$ cat src/rtl/atm_request_sequencer_if.sv
// Request/response port between the terminal front end and the ATM request sequencer.
// The front end is the master; the sequencer is the slave.
interface atm_request_sequencer_if;
    logic        req_valid;
    logic        req_ready;
    logic [3:0]  req_acc;
    logic [15:0] req_pin;
    logic [2:0]  req_op;
    logic [31:0] req_amount;
    logic [15:0] req_new_pin;
    logic        req_lang;
    logic        rsp_valid;
    logic        rsp_ready;
    logic [2:0]  rsp_status;
    logic [31:0] rsp_balance;

    modport master (
        output req_valid, req_acc, req_pin, req_op, req_amount, req_new_pin, req_lang, rsp_ready,
        input  req_ready, rsp_valid, rsp_status, rsp_balance
    );

    modport slave (
        input  req_valid, req_acc, req_pin, req_op, req_amount, req_new_pin, req_lang, rsp_ready,
        output req_ready, rsp_valid, rsp_status, rsp_balance
    );
endinterface

$ cat src/rtl/atm_request_sequencer.sv
// Purpose: runs one customer transaction against the ATM core and returns one status response.
// Latency: response valid 5 cycles after accept on a compliant ATM; bad op answers the next cycle.
// Backpressure: req_ready only in idle; response held until rsp_ready. Watchdog: ATM_SEQ_TIMEOUT_EN.
module atm_request_sequencer #(
    parameter logic [2:0]  ST_WAITING = 3'd0,
    parameter logic [2:0]  ST_AUTH    = 3'd1,
    parameter logic [2:0]  ST_MENU    = 3'd2,
    parameter logic [3:0]  IDLE_ACC   = 4'hF
`ifdef ATM_SEQ_TIMEOUT_EN
   ,parameter logic [15:0] TIMEOUT    = 16'd64
`endif
) (
    input  logic                        clk,
    input  logic                        rst,
    atm_request_sequencer_if.slave      req_if,
    output logic [3:0]                  atm_acc_num,
    output logic [15:0]                 atm_pin,
    output logic [15:0]                 atm_new_pin,
    output logic [31:0]                 atm_amount,
    output logic                        atm_language,
    output logic [2:0]                  atm_operation,
    input  logic [2:0]                  atm_state,
    input  logic                        atm_success,
    input  logic [31:0]                 atm_balance
);
    typedef enum logic [1:0] {S_IDLE, S_RUN, S_DRAIN, S_RESP} state_t;

    typedef struct packed {
        logic [3:0]  acc;
        logic [15:0] pin;
        logic [15:0] new_pin;
        logic [31:0] amount;
        logic        lang;
        logic [2:0]  op;
    } atm_drv_t;

    localparam atm_drv_t IDLE_DRV = atm_drv_t'({IDLE_ACC, 68'd0});

    localparam logic [2:0] RS_OK        = 3'd0;
    localparam logic [2:0] RS_DECLINED  = 3'd1;
    localparam logic [2:0] RS_AUTH_FAIL = 3'd2;
    localparam logic [2:0] RS_TIMEOUT   = 3'd3;
    localparam logic [2:0] RS_BAD_OP    = 3'd4;

    state_t      state;
    atm_drv_t    drv;
    atm_drv_t    req_drv;
    logic [2:0]  op_q;
    logic        saw_auth;
    logic        rsp_vld_q;
    logic [2:0]  rsp_status_q;
    logic [31:0] rsp_balance_q;
    logic        op_ok;
    logic        run_done;
    logic [2:0]  run_status;
    logic [31:0] run_balance;
    logic        wd_expired;

`ifdef ATM_SEQ_TIMEOUT_EN
    logic [15:0] wdog;
    assign wd_expired = (wdog == TIMEOUT - 16'd1);
`else
    assign wd_expired = 1'b0;
`endif

    assign req_drv = '{acc:     req_if.req_acc,
                       pin:     req_if.req_pin,
                       new_pin: req_if.req_new_pin,
                       amount:  req_if.req_amount,
                       lang:    req_if.req_lang,
                       op:      req_if.req_op};

    // Op codes sit directly above the MENU state code (ATM op-state codes equal op codes).
    assign op_ok = (req_if.req_op > ST_MENU) && (req_if.req_op < 3'd7);

    assign req_if.req_ready   = (state == S_IDLE);
    assign req_if.rsp_valid   = rsp_vld_q;
    assign req_if.rsp_status  = rsp_status_q;
    assign req_if.rsp_balance = rsp_balance_q;

    assign atm_acc_num   = drv.acc;
    assign atm_pin       = drv.pin;
    assign atm_new_pin   = drv.new_pin;
    assign atm_amount    = drv.amount;
    assign atm_language  = drv.lang;
    assign atm_operation = drv.op;

    // Completion conditions while the ATM is working, in priority order.
    always_comb begin
        run_done    = 1'b0;
        run_status  = RS_OK;
        run_balance = '0;
        if (atm_state == op_q) begin
            run_done    = 1'b1;
            run_status  = atm_success ? RS_OK : RS_DECLINED;
            run_balance = atm_balance;
        end else if (saw_auth && atm_state == ST_WAITING) begin
            run_done   = 1'b1;
            run_status = RS_AUTH_FAIL;
        end else if (wd_expired) begin
            run_done   = 1'b1;
            run_status = RS_TIMEOUT;
        end
    end

    always_ff @(posedge clk or negedge rst) begin
        if (!rst) begin
            state         <= S_IDLE;
            drv           <= IDLE_DRV;
            op_q          <= '0;
            saw_auth      <= 1'b0;
            rsp_vld_q     <= 1'b0;
            rsp_status_q  <= RS_OK;
            rsp_balance_q <= '0;
`ifdef ATM_SEQ_TIMEOUT_EN
            wdog          <= '0;
`endif
        end else begin
`ifdef ATM_SEQ_TIMEOUT_EN
            if ((state == S_RUN || state == S_DRAIN) && wdog != 16'hFFFF)
                wdog <= wdog + 16'd1;
`endif
            case (state)
                S_IDLE: begin
                    if (req_if.req_valid) begin
                        op_q <= req_if.req_op;
                        if (!op_ok) begin
                            rsp_status_q  <= RS_BAD_OP;
                            rsp_balance_q <= '0;
                            rsp_vld_q     <= 1'b1;
                            state         <= S_RESP;
                        end else begin
                            drv      <= req_drv;
                            saw_auth <= 1'b0;
`ifdef ATM_SEQ_TIMEOUT_EN
                            wdog     <= '0;
`endif
                            state    <= S_RUN;
                        end
                    end
                end
                S_RUN: begin
                    if (atm_state == ST_AUTH)
                        saw_auth <= 1'b1;
                    if (run_done) begin
                        rsp_status_q  <= run_status;
                        rsp_balance_q <= run_balance;
                        // Idle drives on the same edge so the ATM cannot log in again.
                        drv           <= IDLE_DRV;
                        state         <= S_DRAIN;
                    end
                end
                S_DRAIN: begin
                    if (atm_state == ST_WAITING || wd_expired) begin
                        rsp_vld_q <= 1'b1;
                        state     <= S_RESP;
                    end
                end
                S_RESP: begin
                    if (req_if.rsp_ready) begin
                        rsp_vld_q <= 1'b0;
                        state     <= S_IDLE;
                    end
                end
                default: state <= S_IDLE;
            endcase
        end
    end
endmodule

$ cat src/flat_wrapper.sv
// flat-port wrapper written by rule: the top's interface ports become plain ports
module atm_request_sequencer_flat 
#(
    parameter logic [2:0]  ST_WAITING = 3'd0,
    parameter logic [2:0]  ST_AUTH    = 3'd1,
    parameter logic [2:0]  ST_MENU    = 3'd2,
    parameter logic [3:0]  IDLE_ACC   = 4'hF

)
  (clk, rst, atm_acc_num, atm_pin, atm_new_pin, atm_amount, atm_language, atm_operation, atm_state, atm_success, atm_balance, req_if_req_valid, req_if_req_acc, req_if_req_pin, req_if_req_op, req_if_req_amount, req_if_req_new_pin, req_if_req_lang, req_if_rsp_ready, req_if_req_ready, req_if_rsp_valid, req_if_rsp_status, req_if_rsp_balance);
  atm_request_sequencer_if req_if_i ();
  input  logic clk;
  input  logic rst;
  output logic [3:0] atm_acc_num;
  output logic [15:0] atm_pin;
  output logic [15:0] atm_new_pin;
  output logic [31:0] atm_amount;
  output logic atm_language;
  output logic [2:0] atm_operation;
  input  logic [2:0] atm_state;
  input  logic atm_success;
  input  logic [31:0] atm_balance;
  input wire logic [$bits(req_if_i.req_valid)-1:0] req_if_req_valid;
  input wire logic [$bits(req_if_i.req_acc)-1:0] req_if_req_acc;
  input wire logic [$bits(req_if_i.req_pin)-1:0] req_if_req_pin;
  input wire logic [$bits(req_if_i.req_op)-1:0] req_if_req_op;
  input wire logic [$bits(req_if_i.req_amount)-1:0] req_if_req_amount;
  input wire logic [$bits(req_if_i.req_new_pin)-1:0] req_if_req_new_pin;
  input wire logic [$bits(req_if_i.req_lang)-1:0] req_if_req_lang;
  input wire logic [$bits(req_if_i.rsp_ready)-1:0] req_if_rsp_ready;
  output wire logic [$bits(req_if_i.req_ready)-1:0] req_if_req_ready;
  output wire logic [$bits(req_if_i.rsp_valid)-1:0] req_if_rsp_valid;
  output wire logic [$bits(req_if_i.rsp_status)-1:0] req_if_rsp_status;
  output wire logic [$bits(req_if_i.rsp_balance)-1:0] req_if_rsp_balance;
  assign req_if_i.req_valid = req_if_req_valid;
  assign req_if_i.req_acc = req_if_req_acc;
  assign req_if_i.req_pin = req_if_req_pin;
  assign req_if_i.req_op = req_if_req_op;
  assign req_if_i.req_amount = req_if_req_amount;
  assign req_if_i.req_new_pin = req_if_req_new_pin;
  assign req_if_i.req_lang = req_if_req_lang;
  assign req_if_i.rsp_ready = req_if_rsp_ready;
  assign req_if_req_ready = req_if_i.req_ready;
  assign req_if_rsp_valid = req_if_i.rsp_valid;
  assign req_if_rsp_status = req_if_i.rsp_status;
  assign req_if_rsp_balance = req_if_i.rsp_balance;
  atm_request_sequencer #(.ST_WAITING(ST_WAITING), .ST_AUTH(ST_AUTH), .ST_MENU(ST_MENU), .IDLE_ACC(IDLE_ACC)) u_core (.clk(clk), .rst(rst), .req_if(req_if_i), .atm_acc_num(atm_acc_num), .atm_pin(atm_pin), .atm_new_pin(atm_new_pin), .atm_amount(atm_amount), .atm_language(atm_language), .atm_operation(atm_operation), .atm_state(atm_state), .atm_success(atm_success), .atm_balance(atm_balance));
endmodule
$ cat config.mk
export PLATFORM = sky130hd
export DESIGN_NAME = atm_request_sequencer_flat
export DESIGN_NICKNAME = d
export VERILOG_FILES = /design/src/rtl/atm_request_sequencer_if.sv /design/src/rtl/atm_request_sequencer.sv /design/src/flat_wrapper.sv
export SDC_FILE = /design/constraint.sdc
export NUM_CORES = 1
export LEC_CHECK = 0
export CAP_MARGIN = 15
export CORE_MARGIN = 2
export CORE_UTILIZATION = 43
export CTS_CLUSTER_SIZE = 20
export DETAILED_ROUTE_END_ITERATION = 6
export PLACE_DENSITY = 0.91
export SETUP_SLACK_MARGIN = 0.2
export SLEW_MARGIN = 20
export SYNTH_ARGS = -nofsm -noshare
export SYNTH_HDL_FRONTEND = slang
export SYNTH_SLANG_ARGS = --single-unit
$ cat constraint.sdc
create_clock -name clk -period 2.49 [get_ports clk]
set_input_delay 0.498 -clock clk [delete_from_list [all_inputs] [get_ports clk]]
set_output_delay 0.498 -clock clk [all_outputs]
set_load 0.03 [all_outputs]
==> impl_results.md, run 1 <==
- Vias after detailed routing: 4,219
- Synth cell types: 39
- Fillcell total: 818
- Period minus WS final: 2160 ps
- Post-Route WL: 14,400 um
- Fraction of the mapped netlist area in adder cells: 1.43%
- Critical Path AT: 2500 ps
- Critical path startpoint category: input pin
- GP Congestion: 0.799
- Cts bufs inserted: 17
- Worst-Margin Slew: 813 ps
- Setup Skew: 11.3 ps
- Sequential area share after synthesis: 54.3%
- Die Width: 115 um
- Synth Flop Type: dfrtp_1
- Initial antenna violation count: 0
- Via density: 5.28
- FFs w/ async S/R, synth: 100%
- Largest net degree at the start of global routing: 48
- VDD IR max: 655 uV
- Max Freq: 0.462 GHz
- Crit path buffers/inverters: 1
- Core Box Area: 12,000 um^2
- Buffers on Ports: 220
- Clk slew on worst S/H paths: 50 ps
- DP Wirelength: 9860 um
- Final setup fails: 0
- Worst slew margin: 45.7%
- Number of synthesized flops with an enable pin: 0
- Final Cycle Share: 86.9%
- Fin. Hold Viols: 0
- Mux contribution to synthesized area: 11.3%
- Total GRT Usage: 21.6%
- Cell Area, Synth: 5260 um^2
- Grt ovf: 0
- Crit. End Element: register
- Status: finished, final reports clean
- Yosys reg bits: 114
- TritonCTS Sinks: 114
- CTS tree: yes
- Top-Level Pins: 221
- Synth warnings: 0
- Fin util: 69.5%
- Maxcap violations: 0
- Average size of a mapped cell: 12.8 um^2
- Leading cell types in the layout, fill and taps excluded: clkdlybuf4s50_1 (218), dfrtp_1 (110), mux2i_1 (54)
- Share of cells above drive strength 1: 11.2%
- Final nets: 757
- Post-Synthesis Cells: 412
- Critical-path maximum fanout: 17
- Synth Area in Simple Gates: 7.99%
- Commonest non-fill, non-tap cell in the layout: clkdlybuf4s50_1
- XOR/XNOR Fraction of Synth Area: 0.666%
- CP max stage cell: o211ai_2
- Area after DPL: 7690 um^2
- # DRC: 0
- Top Family by Delay on Critical Path: compound AO/OA/AOI/OAI gates
- CP max stage delay: 700 ps
- Hold buffer count at cts: 0
- DRT Pass-1 Iters: 4
- Worst Setup Path Type: in2reg
- Complex-gate fraction of the synthesized area: 20.4%
- First-pass GRT wire length: 22,100 um
- Antenna viol nets, final: 0
- Chip height: 115 um
- Rows: 40
- Initial Util: 44.0%
- Power per cell area: 1370 nW/um^2
- Initial DRC Count: 256
- Clock Latency Late Sink: 410 ps
- Ant. Diodes: 0
- Clk root buf: clkbuf_16
- Syn Nets: 530
- Vias in the first global route: 4,314
- Die area: 13,100 um^2
- Final Cell Area: 8320 um^2
- Worst min path class: in2async
- LEAKAGE: 0.00354 uW
- RSZ-0062 raised after global routing: no
- P&R area growth vs syn: 58.1%
- Final Max Slew Viols: 0
- Clock tree buffer depth: 2
- H-tree depth: 4
- DR WL/cell: 18.0 um
- Main combinational cell family by area after synthesis: compound AO/OA/AOI/OAI gates
- Worst EP required: 2830 ps
- Crit-path cells: clkdlybuf4s50_1 > xor2_1 > o31ai_4 > o211ai_2 > a22o_1
==> routing by layer <==
layer,track usage (%),share of wire [%]
met5,0,0
met4,8.86,1.0
met3,5.03,5.5
met2,36.0,50
met1,27.2,43
==> worst register-to-register path, cell delays in order (launching register included) <==
cell	delay, ps
dfrtp_1	400
inv_1	190
ha_1	380
inv_2	240
o221a_2	340
o211ai_1	120
mux2_2	360
==> registers in the layout (all words and copies together) (netlist names) <==
signal / count
u_core.atm_amount: 32
u_core.req_if.rsp_balance: 32
u_core.atm_new_pin: 16
u_core.atm_pin: 16
u_core.atm_acc_num: 4
u_core.atm_operation: 3
u_core.op_q: 3
u_core.req_if.rsp_status: 3
u_core.state: 2
u_core.atm_language: 1
u_core.req_if.rsp_valid: 1
u_core.saw_auth: 1
==> final timing paths <==
| path | start | endpoint | slack, ps | cells past startpoint |
|---|---|---|---|---|
| min | rst | u_core.atm_amount[10]$_DFFE_PN0P_ | 90 | 1 |
| max reg2reg | u_core.state[1]$_DFFE_PN0P_ | u_core.req_if.rsp_valid$_DFFE_PN0P_ | 340 | 6 |
| min reg2reg | u_core.atm_acc_num[0]$_DFFE_PN1P_ | u_core.atm_acc_num[0]$_DFFE_PN1P_ | 470 | 2 |
| max in group asynchronous | rst | u_core.atm_acc_num[2]$_DFFE_PN1P_ | 1680 | 2 |
| max | atm_state[1] | u_core.req_if.rsp_balance[14]$_DFFE_PN0P_ | 330 | 5 |
| min in group clk | u_core.atm_acc_num[0]$_DFFE_PN1P_ | u_core.atm_acc_num[0]$_DFFE_PN1P_ | 470 | 2 |
==> synthesized netlist by cell type (2+ instances only) <==
cell	instances	area share, %
nand2_1	3	0.21
dfrtp_1	110	52
o2bb2ai_1	52	8.7
nor2b_1	51	6.1
dfstp_2	4	2.0
xor2_1	3	0.50
nor2_1	3	0.21
inv_1	9	0.64
a2bb2oi_1	4	0.67
a22o_1	51	8.5
clkbuf_1	11	0.78
nand2b_1	2	0.24
mux2_2	4	0.86
o211ai_1	2	0.29
buf_2	15	1.4
buf_4	6	0.86
mux2i_1	55	10
ha_1	6	1.4
==> stage by stage <==
step                      hold WS, ps  setup slack [ps]  setup TNS [ps]  std cells  power (uW)
after global placement            448             -12.6            -351        764        8730
final                            85.1               326               0        799       11400
after global routing              122               228               0        799       12000
after CTS                        93.9               196               0        796       11400
after floorplan                   202               478               0        412        6610
after detailed placement          465              -106           -4350        764        8900
==> report_power, final <==
group          switching (uW)  internal [uW]
registers                 556           2640
logic                    3330           2460
clock network             831           1570
==> kinds of logic (layout without fill, tap and decap cells) <==
family          Yosys count  count (layout)
xor+xnor                  4               4
compound gates          120             121
buf+inv                  43             282
flops                   114             114
fa+ha+maj                 6               6
simple gates             66              66
mux                      59              59
==> area by class of cell <==
| class | instances | area (um^2) | area share (%) |
|---|---|---|---|
| clock buffer | 23 | 488 | 5.87 |
| clock inverter | 9 | 105 | 1.26 |
| inverter | 10 | 37.5 | 0.451 |
| multi-input combinational | 256 | 2250 | 27.1 |
| sequential | 114 | 2860 | 34.4 |
| tap | 147 | 184 | 2.21 |
| timing repair buffer | 240 | 2390 | 28.8 |
==> timing repair <==
action / 4_1_cts / 5_1_grt
cloned: 0 / 1
buffers inserted: 0 / 2
pin swaps: 0 / 2
gates resized for setup: 1 / 3
endpoints found under the setup margin: 2 / 77
(Power assumes the default switching activity.)
==> run 2, diff against run 1 <==
CTS_CLUSTER_DIAMETER = 50   (was unset)
==> results of run 2 <==
No change in the layout: final DEF, timing and power equal those of run 1.
==> run 3, diff against run 2 <==
ABC_CLOCK_PERIOD_IN_PS = 2490   (was unset)
==> results of run 3 <==
No change in the layout: final DEF, timing and power equal those of run 1.
